`config.mk`:
```
export PLATFORM = sky130hd
export DESIGN_NAME = instr_adder_seq
export DESIGN_NICKNAME = d
export VERILOG_FILES = /design/src/rtl/instr_seq_pkg.sv /design/src/rtl/instr_adder_seq_ring_edge_counter.sv /design/src/rtl/instr_adder_seq.sv
export SDC_FILE = /design/constraint.sdc
export NUM_CORES = 1
export LEC_CHECK = 0
export ABC_AREA = 1
export ABC_CLOCK_PERIOD_IN_PS = 4740
export CAP_MARGIN = 20
export CELL_PAD_IN_SITES_DETAIL_PLACEMENT = 0
export CELL_PAD_IN_SITES_GLOBAL_PLACEMENT = 1
export CORE_ASPECT_RATIO = 1.25
export CORE_MARGIN = 5
export CORE_UTILIZATION = 36
export DETAILED_ROUTE_END_ITERATION = 10
export PLACE_DENSITY = 0.84
export SYNTH_ARGS = -nofsm -noshare
export SYNTH_HDL_FRONTEND = slang
export SYNTH_SLANG_ARGS = --single-unit
```
`constraint.sdc`:
```
create_clock -name wb_clk_i -period 4.74 [get_ports wb_clk_i]
set_input_delay 0.474 -clock wb_clk_i [delete_from_list [all_inputs] [get_ports wb_clk_i]]
set_output_delay 0.474 -clock wb_clk_i [all_outputs]
set_load 0.01 [all_outputs]
```
`src/rtl/instr_seq_pkg.sv`:
```
// Shared state encoding and default sizing for the
// instrumented-adder measurement sequencer.
package instr_seq_pkg;

  localparam int COUNT_W_DEF       = 24;
  localparam int WIN_W_DEF         = 16;
  localparam int SETTLE_CYCLES_DEF = 4;
  localparam int AVG_LOG2_DEF      = 2;

  typedef enum logic [2:0] {
    IDLE    = 3'd0,
    LOAD    = 3'd1,
    SETTLE  = 3'd2,
    MEASURE = 3'd3,
    CAPTURE = 3'd4,
    DONE    = 3'd5
  } seq_state_e;

endpackage

```
`src/rtl/instr_adder_seq_ring_edge_counter.sv`:
```
// Synchronizes the asynchronous ring output, detects rising edges and counts
// them into a saturating counter with clear/enable and a sticky overflow.
// Ports: wb_clk_i, wb_rst_n (sync, active-low), clr, en, ring_osc_in,
// count[CNT_W], overflow.
module ring_edge_counter
  import instr_seq_pkg::*;
#(
  parameter int CNT_W = COUNT_W_DEF
) (
  input  logic             wb_clk_i,
  input  logic             wb_rst_n,
  input  logic             clr,
  input  logic             en,
  input  logic             ring_osc_in,
  output logic [CNT_W-1:0] count,
  output logic             overflow
);

  // [0],[1]: synchronizer, [2]: previous value for edge detect
  logic [2:0]       sync_q, sync_d;
  logic [CNT_W-1:0] cnt_q, cnt_d;
  logic             ovf_q, ovf_d;
  logic             rise;

  always_comb begin
    sync_d = {sync_q[1:0], ring_osc_in};
    rise   = sync_q[1] & ~sync_q[2];
    cnt_d  = cnt_q;
    ovf_d  = ovf_q;
    if (clr) begin
      cnt_d = '0;
      ovf_d = 1'b0;
    end else if (en && rise) begin
      // an edge arriving at all-ones is lost: hold and flag
      if (&cnt_q) ovf_d = 1'b1;
      else        cnt_d = cnt_q + 1'b1;
    end
  end

  always_ff @(posedge wb_clk_i) begin
    if (!wb_rst_n) begin
      sync_q <= '0;
      cnt_q  <= '0;
      ovf_q  <= 1'b0;
    end else begin
      sync_q <= sync_d;
      cnt_q  <= cnt_d;
      ovf_q  <= ovf_d;
    end
  end

  assign count    = cnt_q;
  assign overflow = ovf_q;

endmodule

```
`src/rtl/instr_adder_seq.sv`:
```
// Measurement sequencer: loads adder operands, runs the ring oscillator for a
// settle period plus a programmable window, counts ring edges, then captures
// the adder sum and edge count.
// Ports: wb_clk_i, wb_rst_n (sync, active-low), active, start, op_a, op_b,
// window, sum_in, ring_osc_in -> adder_a, adder_b, ring_en, busy, done,
// count_out, sum_out, overflow.
// Build option INSTR_SEQ_AVG_EN: repeat MEASURE 2^AVG_LOG2 times and report
// the averaged count.
module instr_adder_seq
  import instr_seq_pkg::*;
#(
  parameter int COUNT_W       = COUNT_W_DEF,
  parameter int WIN_W         = WIN_W_DEF,
  parameter int SETTLE_CYCLES = SETTLE_CYCLES_DEF,
  parameter int AVG_LOG2      = AVG_LOG2_DEF
) (
  input  logic               wb_clk_i,
  input  logic               wb_rst_n,
  input  logic               active,
  input  logic               start,
  input  logic [31:0]        op_a,
  input  logic [31:0]        op_b,
  input  logic [WIN_W-1:0]   window,
  input  logic [31:0]        sum_in,
  input  logic               ring_osc_in,
  output logic [31:0]        adder_a,
  output logic [31:0]        adder_b,
  output logic               ring_en,
  output logic               busy,
  output logic               done,
  output logic [COUNT_W-1:0] count_out,
  output logic [31:0]        sum_out,
  output logic               overflow
);

`ifdef INSTR_SEQ_AVG_EN
  localparam int AW = AVG_LOG2;
`else
  localparam int AW = 0;
`endif
  localparam int ACC_W = COUNT_W + AW;
  localparam int REP_W = AW + 1;
  localparam int ST_W  = $clog2(SETTLE_CYCLES) + 1;

  seq_state_e         state_q, state_d;
  logic [31:0]        adder_a_q, adder_a_d;
  logic [31:0]        adder_b_q, adder_b_d;
  logic [WIN_W-1:0]   win_lat_q, win_lat_d;
  logic [WIN_W-1:0]   win_cnt_q, win_cnt_d;
  logic [ST_W-1:0]    settle_q, settle_d;
  logic [REP_W-1:0]   rep_q, rep_d;
  logic               ring_en_q, ring_en_d;
  logic               busy_q, busy_d;
  logic               done_q, done_d;
  logic [COUNT_W-1:0] count_out_q, count_out_d;
  logic [31:0]        sum_out_q, sum_out_d;

  logic               cnt_clr;
  logic               cnt_en;
  logic               last_rep;
  logic [ACC_W-1:0]   acc;
  logic               acc_ovf;

  ring_edge_counter #(
    .CNT_W(ACC_W)
  ) u_cnt (
    .wb_clk_i   (wb_clk_i),
    .wb_rst_n   (wb_rst_n),
    .clr        (cnt_clr),
    .en         (cnt_en),
    .ring_osc_in(ring_osc_in),
    .count      (acc),
    .overflow   (acc_ovf)
  );

  assign last_rep = (rep_q == REP_W'((1 << AW) - 1));

  always_comb begin
    state_d     = state_q;
    adder_a_d   = adder_a_q;
    adder_b_d   = adder_b_q;
    win_lat_d   = win_lat_q;
    win_cnt_d   = win_cnt_q;
    settle_d    = settle_q;
    rep_d       = rep_q;
    ring_en_d   = ring_en_q;
    busy_d      = busy_q;
    done_d      = 1'b0;
    count_out_d = count_out_q;
    sum_out_d   = sum_out_q;
    cnt_clr     = 1'b0;
    cnt_en      = 1'b0;

    if (state_q != IDLE && !active) begin
      // abort: results of the previous run stay visible
      state_d   = IDLE;
      ring_en_d = 1'b0;
      busy_d    = 1'b0;
    end else begin
      unique case (state_q)
        IDLE: begin
          if (start && active) begin
            state_d = LOAD;
            busy_d  = 1'b1;
          end
        end
        LOAD: begin
          adder_a_d = op_a;
          adder_b_d = op_b;
          win_lat_d = window;
          settle_d  = ST_W'(SETTLE_CYCLES - 1);
          ring_en_d = 1'b1;
          state_d   = SETTLE;
        end
        SETTLE: begin
          if (settle_q == '0) begin
            cnt_clr   = 1'b1;
            win_cnt_d = win_lat_q;
            rep_d     = '0;
            if (win_lat_q == '0) begin
              ring_en_d = 1'b0;
              state_d   = CAPTURE;
            end else begin
              state_d   = MEASURE;
            end
          end else begin
            settle_d = settle_q - 1'b1;
          end
        end
        MEASURE: begin
          cnt_en    = 1'b1;
          win_cnt_d = win_cnt_q - 1'b1;
          if (win_cnt_q == WIN_W'(1)) begin
            if (last_rep) begin
              ring_en_d = 1'b0;
              state_d   = CAPTURE;
            end else begin
              // next window back-to-back, ring stays on
              rep_d     = rep_q + 1'b1;
              win_cnt_d = win_lat_q;
            end
          end
        end
        CAPTURE: begin
          sum_out_d   = sum_in;
          count_out_d = acc[AW +: COUNT_W];
          done_d      = 1'b1;
          state_d     = DONE;
        end
        DONE: begin
          busy_d  = 1'b0;
          state_d = IDLE;
        end
        default: begin
          state_d   = IDLE;
          ring_en_d = 1'b0;
          busy_d    = 1'b0;
        end
      endcase
    end
  end

  always_ff @(posedge wb_clk_i) begin
    if (!wb_rst_n) begin
      state_q     <= IDLE;
      adder_a_q   <= '0;
      adder_b_q   <= '0;
      win_lat_q   <= '0;
      win_cnt_q   <= '0;
      settle_q    <= '0;
      rep_q       <= '0;
      ring_en_q   <= 1'b0;
      busy_q      <= 1'b0;
      done_q      <= 1'b0;
      count_out_q <= '0;
      sum_out_q   <= '0;
    end else begin
      state_q     <= state_d;
      adder_a_q   <= adder_a_d;
      adder_b_q   <= adder_b_d;
      win_lat_q   <= win_lat_d;
      win_cnt_q   <= win_cnt_d;
      settle_q    <= settle_d;
      rep_q       <= rep_d;
      ring_en_q   <= ring_en_d;
      busy_q      <= busy_d;
      done_q      <= done_d;
      count_out_q <= count_out_d;
      sum_out_q   <= sum_out_d;
    end
  end

  assign adder_a   = adder_a_q;
  assign adder_b   = adder_b_q;
  assign ring_en   = ring_en_q;
  assign busy      = busy_q;
  assign done      = done_q;
  assign count_out = count_out_q;
  assign sum_out   = sum_out_q;
  assign overflow  = acc_ovf;

endmodule
```
==> impl_metrics.env <==
export IMPL_ff2ff_path_depth=10
export IMPL_reg2reg_from="u_cnt.count[0]"
export IMPL_cp_depth=10
export IMPL_grt_pass1_vias=7290
export IMPL_path_buf_inv=2
export IMPL_yosys_most_used_dff="dfxtp_1"
export IMPL_synth_area_per_cell_um2=7.095
export IMPL_utilization=0.5064
export IMPL_dr_total_vias=7601
export IMPL_required_ns=5.03
export IMPL_worst_setup_path_end_kind="flip-flop"
export IMPL_synth_top_family_by_area="simple AND/OR/NAND/NOR gates"
export IMPL_synth_edf_count=0
export IMPL_drive_gt1_frac=0.04582
export IMPL_crit_slowest_cell="dfxtp_1"
export IMPL_fin_crit_sh=0.4625
export IMPL_tns_ns=0
export IMPL_viasPerCell=4.646
export IMPL_setup_viol=0
export IMPL_synth_area_top_cells="dfxtp_1 (47%), nor2_1 (11%), o21ai_0 (10%)"
export IMPL_grt_setup_unrepaired="no"
export IMPL_cp_arrival_ns=2.48
export IMPL_grt_max_degree=114
export IMPL_r2r_end="u_cnt.count[16]"
export IMPL_slew_headroom=0.4253
export IMPL_cts_setup_buffers=0
export IMPL_routed_wl_mm=23.34
export IMPL_dieArea_um2=25460
export IMPL_grt_overflow=0
export IMPL_synth_async_sr_flop_share=0
export IMPL_crit_fanout=24
export IMPL_cts_resized=0
export IMPL_powerDensity_nw_per_um2=407.1
export IMPL_drtIter0Drc=461
export IMPL_cap_violations=0
export IMPL_gp_congestion=0.8439
export IMPL_clockRootBuffer="clkbuf_16"
export IMPL_synth_seq_cells=189
export IMPL_synth_warnings=0
export IMPL_rows=61
export IMPL_drt_pass1_iterations=5
export IMPL_finalNetCount=1463
export IMPL_insertedDiodeCount=0
export IMPL_critical_path_top_delay_family="simple AND/OR/NAND/NOR gates"
export IMPL_yosys_area_share_adder=0.007776
export IMPL_die_h_um=177.1
export IMPL_ir_drop_mv=0.2348
export IMPL_cts_max_level=4
export IMPL_outcome="complete, no violations"
export IMPL_synth_top_area_cell="dfxtp_1"
export IMPL_cp_endpoint="u_cnt.count[16]"
export IMPL_hold_violations=0
export IMPL_synth_compound_area_frac=0.1759
export IMPL_path_class="flip-flop to flip-flop"
export IMPL_clock_fmax_ghz=0.4562
export IMPL_cts_sinks=189
export IMPL_stdcell_area_um2=11210
export IMPL_antenna_found_initial=1
export IMPL_drc=0
export IMPL_start_util=0.3635
export IMPL_cts_tree="built"
export IMPL_synth_top_area_share=0.4703
export IMPL_power_total_mw=4.563
export IMPL_port_buffers=240
export IMPL_grt_pass1_wl_mm=38.16
export IMPL_fin_ws_ns=2.548
export IMPL_core_area_um2=22130
export IMPL_finalClockSkew_ns=0.01277
export IMPL_startpoint="u_cnt.count[0]"
export IMPL_synth_xor_xnor_area_share=0.01633
export IMPL_post_route_min_period_ns=2.192
export IMPL_nFillCells=2202
export IMPL_clk_latency_ns=0.43
export IMPL_place_area_um2=10560
export IMPL_regArea_um2=3784
export IMPL_antenna_left=0
export IMPL_final_max_slew_viol_count=0
export IMPL_wl_per_cell_um=14.27
export IMPL_syn_inst=1134
export IMPL_hp_class="flip-flop to flip-flop"
export IMPL_place_ws_ns=1.956
export IMPL_path_clk_slew_ns=0.07
export IMPL_synth_nets=1256
export IMPL_syn_to_final_growth_pct=39.33
export IMPL_synthTopCellsByCount="nor2_1 (238), dfxtp_1 (189), nand2_1 (182)"
export IMPL_die_width_um=143.7
export IMPL_multi_input_area_um2=3571
export IMPL_cts_buffer_depth=2
export IMPL_cp_slowest_stage_delay_ns=0.49
export IMPL_path_cells="ha_1 > inv_1 > nor2_4 > nand2_2 > nor2_4 > nand2_2 > nand2_4 > inv_4 > nand2_1 > a21oi_2"
export IMPL_yosys_area_share_simple=0.2423
export IMPL_worstMarginPinSlew_ns=0.8620
export IMPL_synth_cell_types=32
export IMPL_power_leakage_nw=4.286
export IMPL_ff2ff_setup_slack_ns=2.55
export IMPL_num_io_pins=241
export IMPL_grt_usage=0.1854
export IMPL_hpwl_mm=16.38
export IMPL_synth_most_common_cell="nor2_1"
export IMPL_muxShareOfSynthArea=0
export IMPL_hold_buffers=0
export IMPL_numCtsBuffers=17
export IMPL_syn_area_um2=8045
export IMPL_startpoint_type="flip-flop"
export IMPL_seq_area_frac_synth=0.4703
## per-layer routing
metal  share of wire  global-route usage  up-vias
met4           0.014             0.04435        2
met3           0.040             0.04081       23
li1                -                   -     4017
met5         0.00086                   0        -
met2            0.52              0.3241      135
met1            0.42              0.2316     3424
## flip-flops by register name, indices dropped and copies added (netlist names)
signal          cells
adder_a            32
adder_b            32
busy                1
count_out          24
done                1
ring_en             1
settle_q            3
state_q             3
sum_out            32
u_cnt.count        24
u_cnt.overflow      1
u_cnt.sync_q        3
win_cnt_q          16
win_lat_q          16
## worst min path at each step
stage | from | endpoint | depth (start not counted)
6_report | u_cnt.sync_q[0] | u_cnt.sync_q[1] | 2
4_1_cts | u_cnt.sync_q[0] | u_cnt.sync_q[1] | 2
3_5_place_dp | u_cnt.sync_q[0] | u_cnt.sync_q[1] | 2
2_1_floorplan | u_cnt.sync_q[0] | u_cnt.sync_q[1] | 2
3_3_place_gp | u_cnt.sync_q[0] | u_cnt.sync_q[1] | 2
5_1_grt | u_cnt.sync_q[0] | u_cnt.sync_q[1] | 2
## where the power goes
group	switching (mW)	internal (mW)	leakage [nW]
clock network	0.635	0.848	0.287
registers	0.108	1.78	1.53
logic	0.656	0.533	2.47
## layout by cell type (no fill, tap or decap), drive strengths merged, types with 5 or more instances in the layout
| cell | n |
|---|---|
| a21oi | 110 |
| nor2 | 249 |
| clkdlybuf4s50 | 239 |
| nand2 | 186 |
| xnor2 | 6 |
| ha | 5 |
| clkbuf | 19 |
| xor2 | 9 |
| buf | 6 |
| dfxtp | 189 |
| nand3 | 32 |
| o21ai | 162 |
| inv | 118 |
## cell families after synthesis
kind of cell / after synthesis
DFF: 189
adders and majority gates: 5
AOI/OAI and AO/OA: 278
xor gates and xnor gates: 15
and+or+nand+nor: 476
buffers and inverters: 171
## worst register-to-register path, stage by stage (launching register included)
cell	delay [ns]
dfxtp_1	0.49
ha_1	0.32
inv_1	0.10
nor2_4	0.18
nand2_2	0.12
nor2_4	0.15
nand2_2	0.09
nand2_4	0.24
inv_4	0.19
nand2_1	0.13
a21oi_2	0.05
## stage by stage
| stage | std cells | hold slack [ns] |
|---|---|---|
| 6_report | 1636 | 0.4178 |
| 3_3_place_gp | 1603 | 0.3990 |
| 3_5_place_dp | 1603 | 0.3984 |
| 2_1_floorplan | 1134 | 0.3905 |
| 5_1_grt | 1636 | 0.4373 |
| 4_1_cts | 1634 | 0.4235 |
## final cells by class
cell class | count | area share
Sequential cell | 189 | 0.3375
Clock inverter | 12 | 0.01406
Inverter | 114 | 0.03840
Multi-Input combinational cell | 774 | 0.3186
Timing Repair Buffer | 245 | 0.2203
Tap cell | 283 | 0.03159
Clock buffer | 19 | 0.03951
(Power assumes the default switching activity.)
